--- config.mk ---
export PLATFORM = sky130hd
export DESIGN_NAME = bike_light_multi_fsm
export DESIGN_NICKNAME = d
export VERILOG_FILES = /design/src/rtl/bike_light_multi_fsm.sv
export SDC_FILE = /design/constraint.sdc
export NUM_CORES = 1
export LEC_CHECK = 0
export ABC_AREA = 1
export CAP_MARGIN = 20
export CORE_UTILIZATION = 29
export DETAILED_ROUTE_END_ITERATION = 10
export PLACE_DENSITY = 0.51
export SLEW_MARGIN = 15
export SYNTH_ARGS = -nofsm -noshare
export SYNTH_HDL_FRONTEND = slang
export SYNTH_SLANG_ARGS = --single-unit
--- constraint.sdc ---
create_clock -name clk -period 2.4 [get_ports clk]
set_input_delay 0.48 -clock clk [delete_from_list [all_inputs] [get_ports clk]]
set_output_delay 0.48 -clock clk [all_outputs]
set_load 0.02 [all_outputs]
--- src/rtl/bike_light_multi_fsm.sv ---
// Multi-light bicycle lamp controller: OFF/ON/BLINK/CHASE modes with a saturating speed setting
// that sets the blink/chase half-period in prescaler ticks.
module bike_light_multi_fsm #(
  parameter int unsigned NUM_LIGHTS   = 2,
  parameter int unsigned SPEED_LEVELS = 4,
  parameter int unsigned SPEED_INIT   = 1,
  parameter int unsigned TICK_DIV     = 12500000,
  localparam int unsigned SPD_W       = (SPEED_LEVELS > 2) ? $clog2(SPEED_LEVELS) : 1
) (
  input  logic                  clk,
  input  logic                  reset,
  input  logic                  faster,
  input  logic                  slower,
  input  logic                  next,
  output logic [NUM_LIGHTS-1:0] lights,
  output logic [1:0]            mode,
  output logic [SPD_W-1:0]      speed
);

  localparam int unsigned PS_W  = (TICK_DIV > 1) ? $clog2(TICK_DIV) : 1;
  localparam int unsigned PTR_W = (NUM_LIGHTS > 1) ? $clog2(NUM_LIGHTS) : 1;

  typedef enum logic [1:0] {StOff = 2'd0, StOn = 2'd1, StBlink = 2'd2, StChase = 2'd3} mode_e;

  mode_e            r_mode, w_mode_nxt;
  logic [SPD_W-1:0] r_speed, w_speed_nxt;
  logic [PS_W-1:0]  r_ps, w_ps_nxt;
  logic [SPD_W-1:0] r_hp, w_hp_nxt;
  logic [PTR_W-1:0] r_ptr, w_ptr_nxt;
  logic             r_phase, w_phase_nxt;
  logic             r_prev_f, r_prev_s, r_prev_n;

  logic             w_press_f, w_press_s, w_press_n;
  logic             w_tick, w_boundary, w_entry;
  logic [31:0]      w_hp_last;

  always_ff @(posedge clk) begin
    if (reset) begin
      r_mode   <= StOff;
      r_speed  <= SPD_W'(SPEED_INIT);
      r_ps     <= '0;
      r_hp     <= '0;
      r_ptr    <= '0;
      r_phase  <= 1'b1;
      // Held buttons must be released before they can register a press.
      r_prev_f <= 1'b1;
      r_prev_s <= 1'b1;
      r_prev_n <= 1'b1;
    end else begin
      r_mode   <= w_mode_nxt;
      r_speed  <= w_speed_nxt;
      r_ps     <= w_ps_nxt;
      r_hp     <= w_hp_nxt;
      r_ptr    <= w_ptr_nxt;
      r_phase  <= w_phase_nxt;
      r_prev_f <= faster;
      r_prev_s <= slower;
      r_prev_n <= next;
    end
  end

  always_comb begin
    w_press_f = faster & ~r_prev_f;
    w_press_s = slower & ~r_prev_s;
    w_press_n = next & ~r_prev_n;

    w_mode_nxt = r_mode;
    if (w_press_n) begin
      unique case (r_mode)
        StOff:   w_mode_nxt = StOn;
        StOn:    w_mode_nxt = StBlink;
        StBlink: w_mode_nxt = (NUM_LIGHTS == 1) ? StOff : StChase;
        StChase: w_mode_nxt = StOff;
        default: w_mode_nxt = StOff;
      endcase
    end

    w_speed_nxt = r_speed;
    if (w_press_f && !w_press_s && r_speed != SPD_W'(SPEED_LEVELS - 1)) begin
      w_speed_nxt = r_speed + 1'b1;
    end else if (w_press_s && !w_press_f && r_speed != '0) begin
      w_speed_nxt = r_speed - 1'b1;
    end

    w_tick   = (r_ps == PS_W'(TICK_DIV - 1));
    w_ps_nxt = w_tick ? '0 : r_ps + 1'b1;

    // >= rather than == so a mid-period speed-up ends the period instead of wrapping.
    w_hp_last  = 32'(SPEED_LEVELS) - 32'(r_speed) - 32'd1;
    w_boundary = w_tick && (32'(r_hp) >= w_hp_last);

    w_hp_nxt    = r_hp;
    w_phase_nxt = r_phase;
    w_ptr_nxt   = r_ptr;
    if (w_tick) begin
      w_hp_nxt = w_boundary ? '0 : r_hp + 1'b1;
    end
    if (w_boundary) begin
      w_phase_nxt = ~r_phase;
      w_ptr_nxt   = (r_ptr == PTR_W'(NUM_LIGHTS - 1)) ? '0 : r_ptr + 1'b1;
    end

    w_entry = (w_mode_nxt != r_mode) && (w_mode_nxt == StBlink || w_mode_nxt == StChase);
    if (w_entry) begin
      w_ps_nxt    = '0;
      w_hp_nxt    = '0;
      w_ptr_nxt   = '0;
      w_phase_nxt = 1'b1;
    end
  end

  always_comb begin
    lights = '0;
    unique case (r_mode)
      StOff:   lights = '0;
      StOn:    lights = '1;
      StBlink: lights = {NUM_LIGHTS{r_phase}};
      StChase: begin
        for (int i = 0; i < NUM_LIGHTS; i++) begin
          lights[i] = (r_ptr == PTR_W'(i));
        end
      end
      default: lights = '0;
    endcase
  end

  assign mode  = r_mode;
  assign speed = r_speed;

endmodule

==> impl_metrics.csv, run 1 <==
group,metric,value,unit
worst_setup_path,critPathArrivalTime,2.28,ns
logic_synthesis,synth_compound_area_share,5.50,%
die,die_y,86.0,um
sta,period_share,86.7,%
worst_setup_path,critPathMaxFanout,6,
sta,finalSetupTns,0,ns
logic_synthesis,async_reset_ff_share,0,%
sta,final_max_slew_viol_count,0,
sta,period_minus_slack,2.08,ns
worst_hold_path,min_from,"r_ps[0]$_SDFF_PP0_",
cts,cts.sinks,35,
logic_synthesis,ys_top_cells_by_area,"dfxtp_1 34%, nand2_1 14%, nor2_1 9.2%",
die,die_area,0.00739,mm^2
drt,drc_errors,0,
logic_synthesis,synth_area,0.00205,mm^2
worst_setup_path,cp_slowest_stage_delay,0.42,ns
die,coreArea,0.00679,mm^2
logic_synthesis,post_synth_fa_ha_maj_area_fraction,6.12,%
cts,cts_made_buffers,5,
layout,drive_above_1_share,12.7,%
worst_setup_path,reg2reg_slack,0.32,ns
sta,slew_headroom,75.8,%
power_and_ir_drop,leakagePower,0.899,nW
worst_setup_path,cp.required,2.60,ns
logic_synthesis,yosys.area_share.xor_xnor,5.99,%
logic_synthesis,synth.top_cell.area_share,34.3,%
worst_setup_path,end_kind,"flip-flop",
logic_synthesis,synth-simple-area-share,40.2,%
drt,wl_per_cell,9.83,um
logic_synthesis,synth_top_cell_by_area,"dfxtp_1",
logic_synthesis,synth_top_family_by_area,"simple AND/OR/NAND/NOR gates",
global_route,grt_pass1_vias,1504,
placed_design,gp_congestion,0.793,
logic_synthesis,seq_area_frac_synth,34.3,%
logic_synthesis,synthCells,292,
global_route,grt_pass1_wl,7020,um
worst_setup_path,cp-startpoint,"speed[0]$_SDFFE_PP1P_",
cts,cts_tree,"done",
sta,fin_skew,0.00776,ns
logic_synthesis,synth_edf_count,0,
job,cap_violations,0,
cts,clockBufferDepth,2,
global_route,antenna_found_initial,0,
sta,hold_viol_final,0,
sta,rsz0062_at_grt,"false",
worst_setup_path,cp-start-kind,"flip-flop",
logic_synthesis,ys_seq_elements,35,
cts,root_buffer,"clkbuf_8",
cts,clkTransAtPathRegs,0.08,ns
worst_setup_path,critPathKind,"flip-flop to flip-flop",
power_and_ir_drop,pwr_density_cell,542,mW/mm^2
drt,vias_per_cell,4.11,
sta,worst_slack,0.320,ns
global_route,grt_max_degree,25,
logic_synthesis,synth_flop_cell,"dfxtp_1",
layout,area_delta_synth_final,15.8,%
logic_synthesis,syn_nets,307,
layout,nets,322,
cts,ctsHoldBuffers,0,
worst_setup_path,slowest_stage,"dfxtp_1",
layout,nFillCells,750,
worst_hold_path,hp-class,"flip-flop to flip-flop",
power_and_ir_drop,finalPower,1.28,mW
drt,drt_iter0_markers,95,
die,num_rows,30,
layout,antenna_cells,0,
worst_setup_path,crit_buf_inv,1,
die,io_pins,11,
global_route,track_usage,12.2,%
die,die_w,86.0,um
logic_synthesis,synth_mux_area_share,0,%
cts,clk_latency,0.30,ns
drt,routed_wl,3970,um
logic_synthesis,yosys_warnings,0,
placed_design,portBuffers,10,
drt,drt_pre_antenna_iters,4,
placed_design,hpwl,2920,um
power_and_ir_drop,vdd.ir_drop.worst,0.195,mV
worst_setup_path,reg2reg_from,"speed[0]$_SDFFE_PP1P_",
drt,antenna_left,0,
placed_design,dp_slack,0.321,ns
worst_setup_path,path_cells,"inv_1, ha_1, xor2_1, ha_1, nand2_1, a21oi_1, nand3_1, nand3_1, nor2_1",
die,initial_core_util,30.1,%
logic_synthesis,syn_avg_cell_area,7.01,um^2
worst_setup_path,path_delay_family,"adder cells",
sta,maxClockFrequency,0.481,GHz
logic_synthesis,synth_cell_type_count,28,
global_route,globalRouteOverflowTotal,0,
drt,num_vias,1661,
cts,htree_levels,2,
sta,worst_pin_slew,0.360,ns
run_status,status,"complete, no violations",
sta,setup_viol,0,
## sequential cells by signal (all words and copies together) (netlist names)
name,cells
mode,2
r_hp,2
r_phase,1
r_prev_f,1
r_prev_n,1
r_prev_s,1
r_ps,24
r_ptr,1
speed,2
## synthesized netlist by cell type, types with 3 or more instances
| library cell | instances |
|---|---|
| dfxtp_1 | 35 |
| xor2_1 | 9 |
| ha_1 | 10 |
| nand4_1 | 4 |
| nand2_2 | 7 |
| nor2_4 | 8 |
| a21oi_1 | 9 |
| o21ai_0 | 4 |
| nand3_1 | 14 |
| xnor2_1 | 5 |
| nand3b_1 | 5 |
| inv_2 | 3 |
| nor2_2 | 5 |
| nor2_1 | 50 |
| nand2_1 | 76 |
| inv_1 | 34 |
## final timing paths
| path | depth (start not counted) | end |
|---|---|---|
| max | 9 | r_hp[1]$_SDFFE_PP0P_ |
| min reg2reg | 1 | r_ps[0]$_SDFF_PP0_ |
| max reg2reg | 9 | r_hp[1]$_SDFFE_PP0P_ |
| min | 1 | r_ps[0]$_SDFF_PP0_ |
## where the power goes
part / total [mW] / internal (mW) / switching (mW)
logic: 0.108 / 0.0452 / 0.0631
registers: 0.604 / 0.593 / 0.0107
clock network: 0.571 / 0.336 / 0.235
## timing repair
action                     CTS  global route
buffers inserted             0             0
setup endpoints to repair    0             2
gates resized for setup      0             4
## routing by layer
metal  part of all wire, %  GRT usage (%)  wire length [um]
met1                    55           17.5              2170
met2                    41           16.9              1620
met3                   2.5           3.18               101
met4                   1.9           5.45                74
met5                     0              0                 0
## cell usage in the layout (no fill, tap or decap), types with 2 or more instances in the layout
cell type and n:
a21oi_1 9, clkbuf_8 6, clkdlybuf4s50_1 8, dfxtp_1 33, dfxtp_2 2, dlymetal6s2s_1 2, ha_1 10, inv_1 34
inv_2 3, nand2_1 76, nand2_2 7, nand3_1 14, nand3b_1 5, nand4_1 4, nor2_1 50, nor2_2 5
nor2_4 8, o21ai_0 4, or2_2 2, xnor2_1 5, xor2_1 9
## cells by family (layout without fill, tap and decap cells)
group,after synthesis,count (layout)
adder cells (fa/ha/maj),10,10
flip-flops,35,35
AND/OR/NAND/NOR,175,175
XOR/XNOR,14,14
AO/OA/AOI/OAI,19,19
buffers and inverters,39,55
## layout make-up
class	count	area, um^2	share of cell area [%]
inverter	37	139	5.86
sequential	35	703	29.7
multi-input combinational	218	1180	50.0
tap	96	120	5.07
timing repair buffer	10	105	4.44
clock inverter	2	35.0	1.48
clock buffer	6	82.6	3.49
## per-stage QoR
step	utilization, %	area, um^2	instances	hold slack [ns]
finish	34.9	2370	404	0.456
global route	34.9	2370	404	0.473
CTS	34.8	2360	404	0.457
detailed placement	33.0	2240	396	0.446
global placement	33.0	2240	396	0.435
floorplan	-	2050	292	0.417
No activity file was read; power rests on OpenSTA's default activity.
==> run 2, diff against run 1 <==
--- a/config.mk
+++ b/config.mk
@@ -7,8 +7,10 @@
 export LEC_CHECK = 0
 export ABC_AREA = 1
 export CAP_MARGIN = 20
+export CORE_ASPECT_RATIO = 1.75
 export CORE_UTILIZATION = 29
 export DETAILED_ROUTE_END_ITERATION = 10
+export GPL_ROUTABILITY_DRIVEN = 1
 export PLACE_DENSITY = 0.51
 export SLEW_MARGIN = 15
 export SYNTH_ARGS = -nofsm -noshare
==> impl_metrics.csv, run 2 (synthesized netlist as in run 1, its figures left out) <==
group,metric,value,unit
run_status,status,"complete, no violations",
layout,largest_register,"r_ps",
worst_setup_path,reg2reg_from,"speed[0]$_SDFFE_PP1P_",
worst_setup_path,critPathKind,"flip-flop to output pin",
global_route,track_usage,13.3,%
cts,clkTransAtPathRegs,0.05,ns
sta,fin_skew,0.00402,ns
job,cap_violations,0,
cts,ctsHoldBuffers,0,
drt,drc_errors,0,
drt,drt_pre_antenna_iters,4,
cts,cts_made_buffers,5,
cts,clk_latency,0.28,ns
cts,post-cts-setup-buffer-count,0,
die,die_y,113,um
sta,finalSetupTns,0,ns
worst_setup_path,critPathMaxFanout,6,
global_route,grt_max_degree,25,
cts,cts.sinks,35,
global_route,grt_pass1_vias,1704,
cts,cts_tree,"done",
layout,final_cell_mix,"76 x nand2_1, 50 x nor2_1, 34 x inv_1",
placed_design,hpwl,3380,um
power_and_ir_drop,pwr_density_cell,560,mW/mm^2
placed_design,dp_slack,0.301,ns
cts,root_buffer,"clkbuf_16",
die,num_rows,40,
die,coreArea,0.00686,mm^2
die,initial_core_util,29.8,%
layout,antenna_cells,0,
placed_design,gp_congestion,0.839,
drt,num_vias,1731,
worst_setup_path,cp-endpoint,"lights[1]",
worst_setup_path,reg2reg_slack,0.33,ns
worst_setup_path,cp_slowest_stage_delay,0.59,ns
power_and_ir_drop,p_int,1.02,mW
worst_setup_path,r2r-end,"r_hp[1]$_SDFFE_PP0P_",
sta,slew_headroom,74.8,%
global_route,globalRouteOverflowTotal,0,
global_route,antenna_found_initial,0,
drt,wl_per_cell,10.9,um
layout,nets,323,
sta,maxClockFrequency,0.452,GHz
sta,hold_viol_final,0,
power_and_ir_drop,comb_power_share,8.3,%
worst_setup_path,cp-start-kind,"flip-flop",
worst_setup_path,end_kind,"output pin",
drt,drt_iter0_markers,51,
power_and_ir_drop,switching_share,23.1,%
layout,drive_above_1_share,12.3,%
worst_setup_path,cp.required,1.92,ns
power_and_ir_drop,clockPowerShare,46.3,%
drt,antenna_left,0,
power_and_ir_drop,vdd.ir_drop.worst,0.216,mV
power_and_ir_drop,pwr-share-seq,45.5,%
die,die_w,65.5,um
worst_setup_path,path_cells,"inv_1, ha_1, nand2_1, nand2_1, nand2_1, nand2_1, clkdlybuf4s50_1",
sta,worst_pin_slew,0.375,ns
power_and_ir_drop,p_switching,0.308,mW
sta,period_share,92.3,%
layout,mostFrequentLayoutCell,"nand2_1",
drt,routed_wl,4290,um
sta,worst_slack,0.185,ns
sta,period_minus_slack,2.21,ns
sta,final_max_slew_viol_count,0,
sta,setup_viol,0,
worst_setup_path,critPathArrivalTime,1.73,ns
worst_setup_path,worst_r2r_path_depth,9,
sta,rsz0062_at_grt,"false",
cts,clockBufferDepth,2,
placed_design,portBuffers,10,
die,die_area,0.00741,mm^2
layout,largest_register_ffs,24,
worst_setup_path,path_common_cell,"nand2_1",
layout,area_delta_synth_final,16.3,%
worst_hold_path,hp-class,"flip-flop to flip-flop",
die,io_pins,11,
cts,htree_levels,2,
worst_setup_path,slowest_stage,"clkdlybuf4s50_1",
power_and_ir_drop,leakagePower,0.894,nW
worst_setup_path,cp-startpoint,"mode[0]$_SDFF_PP0_",
drt,vias_per_cell,4.40,
global_route,grt_pass1_wl,7470,um
run 2: repair_timing:
action | 4_1_cts | 5_1_grt
setup endpoints to repair | 0 | 2
gates resized for setup | 0 | 3
hold endpoints to repair | 0 | 0
run 2: layout make-up:
cell class	count	area, um^2
sequential	35	703
tap	84	105
timing repair buffer	11	110
fill	739	4480
inverter	37	139
multi-input combinational	218	1180
clock inverter	1	5.00
clock buffer	7	133
run 2: through the flow:
stage	hold WS [ns]	utilization (%)	total power [mW]	instance area (um^2)	cells
finish	0.456	34.7	1.33	2380	393
global route	0.496	34.7	1.40	2380	393
CTS	0.462	34.6	1.36	2370	393
detailed placement	0.455	32.6	0.730	2240	385
global placement	0.432	32.6	0.729	2240	385
floorplan	0.417	-	0.695	2050	292
run 2: how the worst min path moves through the flow:
stage / startpoint / to / slack (ns) / cells after the start
6_report: r_ps[0]$_SDFF_PP0_ / r_ps[0]$_SDFF_PP0_ / 0.46 / 1
5_1_grt: r_ps[23]$_SDFF_PP0_ / r_ps[23]$_SDFF_PP0_ / 0.50 / 2
4_1_cts: r_ps[0]$_SDFF_PP0_ / r_ps[0]$_SDFF_PP0_ / 0.46 / 1
3_5_place_dp: r_ps[0]$_SDFF_PP0_ / r_ps[0]$_SDFF_PP0_ / 0.45 / 1
3_3_place_gp: r_ps[0]$_SDFF_PP0_ / r_ps[0]$_SDFF_PP0_ / 0.43 / 1
2_1_floorplan: r_ps[0]$_SDFF_PP0_ / r_ps[0]$_SDFF_PP0_ / 0.42 / 1
run 2: power groups by stage:
stage	Combinational, mW	Sequential, mW	Clock [mW]
5_1_grt	0.128	0.607	0.669
4_1_cts	0.113	0.605	0.638
2_1_floorplan	0.0736	0.621	0
6_report	0.110	0.605	0.616
3_3_place_gp	0.111	0.618	0
3_5_place_dp	0.112	0.618	0
run 2: worst max-delay path: cells and delay by family, from the launching register on:
kind / cells / cell delay [ns]
buf+inv: 2 / 0.69
flops: 1 / 0.35
simple gates: 4 / 0.21
fa+ha+maj: 1 / 0.20
run 2: metal layers:
metal / wire length, um / GRT usage [%] / up-vias
li1: - / - / 935
met5: 0 / 0 / -
met1: 1590 / 11.9 / 757
met3: 96 / 2.42 / 14
met2: 2390 / 25.6 / 25
met4: 208 / 8.70 / 0
==> run 3, diff against run 2 <==
--- a/config.mk
+++ b/config.mk
@@ -10,8 +10,9 @@
 export CORE_ASPECT_RATIO = 1.75
 export CORE_UTILIZATION = 29
 export DETAILED_ROUTE_END_ITERATION = 10
-export GPL_ROUTABILITY_DRIVEN = 1
+export GPL_ROUTABILITY_DRIVEN = 0
 export PLACE_DENSITY = 0.51
+export REMOVE_ABC_BUFFERS = 1
 export SLEW_MARGIN = 15
 export SYNTH_ARGS = -nofsm -noshare
 export SYNTH_HDL_FRONTEND = slang
==> impl_metrics.csv, run 3 (synthesized netlist as in run 1, its figures left out) <==
group,metric,value,unit
placed_design,portBuffers,10,
cts,cts_tree,"done",
sta,worst_pin_slew,0.423,ns
placed_design,hpwl,3250,um
drt,drt_iter0_markers,51,
sta,fin_skew,0.00315,ns
sta,setup_viol,0,
layout,drive_above_1_share,12.0,%
power_and_ir_drop,pwr_density_cell,563,mW/mm^2
cts,clockBufferDepth,2,
sta,hold_ws,0.454,ns
power_and_ir_drop,leakagePower,0.876,nW
worst_setup_path,critPathKind,"flip-flop to output pin",
cts,cts.sinks,35,
layout,nets,323,
global_route,antenna_found_initial,0,
drt,wl_per_cell,10.8,um
global_route,track_usage,12.8,%
layout,final_cell_mix,"76 x nand2_1, 50 x nor2_1, 34 x inv_1, 34 x dfxtp_1, 14 x nand3_1",
cts,htree_levels,2,
sta,slew_headroom,71.6,%
layout,mostFrequentLayoutCell,"nand2_1",
worst_setup_path,cp.required,1.92,ns
die,die_y,113,um
sta,final_max_slew_viol_count,0,
cts,clkTransAtPathRegs,0.05,ns
cts,root_buffer,"clkbuf_16",
worst_setup_path,cp-start-kind,"flip-flop",
worst_setup_path,end_kind,"output pin",
sta,finalSetupTns,0,ns
die,initial_core_util,29.8,%
global_route,grt_max_degree,25,
drt,top_layer,"met4",
layout,largest_register,"r_ps",
worst_setup_path,critPathMaxFanout,7,
global_route,grt_pass1_wl,7160,um
die,die_w,65.5,um
drt,routed_wl,4250,um
sta,rsz0062_at_grt,"false",
drt,drt_pre_antenna_iters,4,
drt,antenna_left,0,
layout,area_delta_synth_final,16.1,%
drt,drt-met1-wl,1700,um
cts,cts_made_buffers,5,
worst_hold_path,hp-class,"flip-flop to flip-flop",
layout,nFillCells,740,
drt,dr_wl_met2,2340,um
die,io_pins,11,
worst_setup_path,critPathArrivalTime,1.79,ns
drt,vias_per_cell,4.40,
sta,period_minus_slack,2.27,ns
sta,period_share,94.8,%
layout,antenna_cells,0,
run_status,status,"complete, no violations",
die,num_rows,40,
drt,wl_met3,103,um
drt,drc_errors,0,
cts,clk_latency,0.28,ns
die,die_area,0.00741,mm^2
power_and_ir_drop,vdd.ir_drop.worst,0.279,mV
drt,num_vias,1729,
global_route,grt_pass1_vias,1660,
sta,maxClockFrequency,0.440,GHz
sta,hold_viol_final,0,
die,coreArea,0.00686,mm^2
job,cap_violations,0,
global_route,globalRouteOverflowTotal,0,
layout,largest_register_ffs,24,
[run 3: cell count changes in the layout (fill, tap and decap cells not counted)]
cell | previous run | this run
dlymetal6s2s_1 | 1 | 0
clkdlybuf4s50_1 | 9 | 10
dfxtp_2 | 2 | 1
dfxtp_1 | 33 | 34
[run 3: cell type report]
| class | count | area, um^2 | area share [%] |
|---|---|---|---|
| Sequential cell | 35 | 702 | 29.6 |
| Clock inverter | 1 | 5.00 | 0.211 |
| Clock buffer | 7 | 133 | 5.58 |
| Multi-Input combinational cell | 218 | 1180 | 49.8 |
| Timing Repair Buffer | 11 | 108 | 4.53 |
| Inverter | 37 | 139 | 5.85 |
| Tap cell | 84 | 105 | 4.43 |
[run 3: final timing paths]
path              depth (start not counted)  slack, ns                   from              endpoint
setup reg to reg                          9       0.37  speed[0]$_SDFFE_PP1P_  r_hp[1]$_SDFFE_PP0P_
setup / recovery                          4       0.13     mode[1]$_SDFF_PP0_             lights[0]
hold / removal                            1       0.45     r_ps[0]$_SDFF_PP0_    r_ps[0]$_SDFF_PP0_
hold reg to reg                           1       0.45     r_ps[0]$_SDFF_PP0_    r_ps[0]$_SDFF_PP0_
[run 3: critical path: stages, from the launching register on]
cell and delay (ns):
dfxtp_1 0.43, ha_1 0.23, a22oi_1 0.09, o21ai_0 0.14, clkdlybuf4s50_1 0.62
[run 3: power by group]
part	switching (mW)	total [mW]	internal (mW)	leakage (nW)
Sequential	0.0108	0.605	0.594	0.284
Combinational	0.0630	0.110	0.0466	0.524
Clock	0.239	0.622	0.383	0.0679
Total	0.312	1.34	1.02	0.876
[run 3: per-stage QoR]
| stage | area, um^2 | total power [mW] | std cells | setup slack [ns] | utilization (%) |
|---|---|---|---|---|---|
| after global placement | 2240 | 0.728 | 385 | 0.350 | 32.6 |
| after detailed placement | 2240 | 0.730 | 385 | 0.337 | 32.6 |
| after CTS | 2370 | 1.36 | 393 | 0.0545 | 34.6 |
| final | 2370 | 1.34 | 393 | 0.125 | 34.6 |
| after floorplan | 2020 | 0.690 | 290 | 0.418 | - |
| after global routing | 2370 | 1.40 | 393 | 0.0206 | 34.6 |
[run 3: timing repair]
item | CTS | global route
gates resized for setup | 0 | 1
buffers inserted | 0 | 0
setup endpoints to repair | 0 | 1
hold buffers | 0 | 0
endpoints found under the hold margin | 0 | 0
[run 3: routing by layer]
layer  vias to the layer above  global-route usage (%)
met5                         -                       0
met4                         0                    6.81
met3                         9                    2.72
met2                        21                    24.2
met1                       767                    12.5
li1                        932                       -
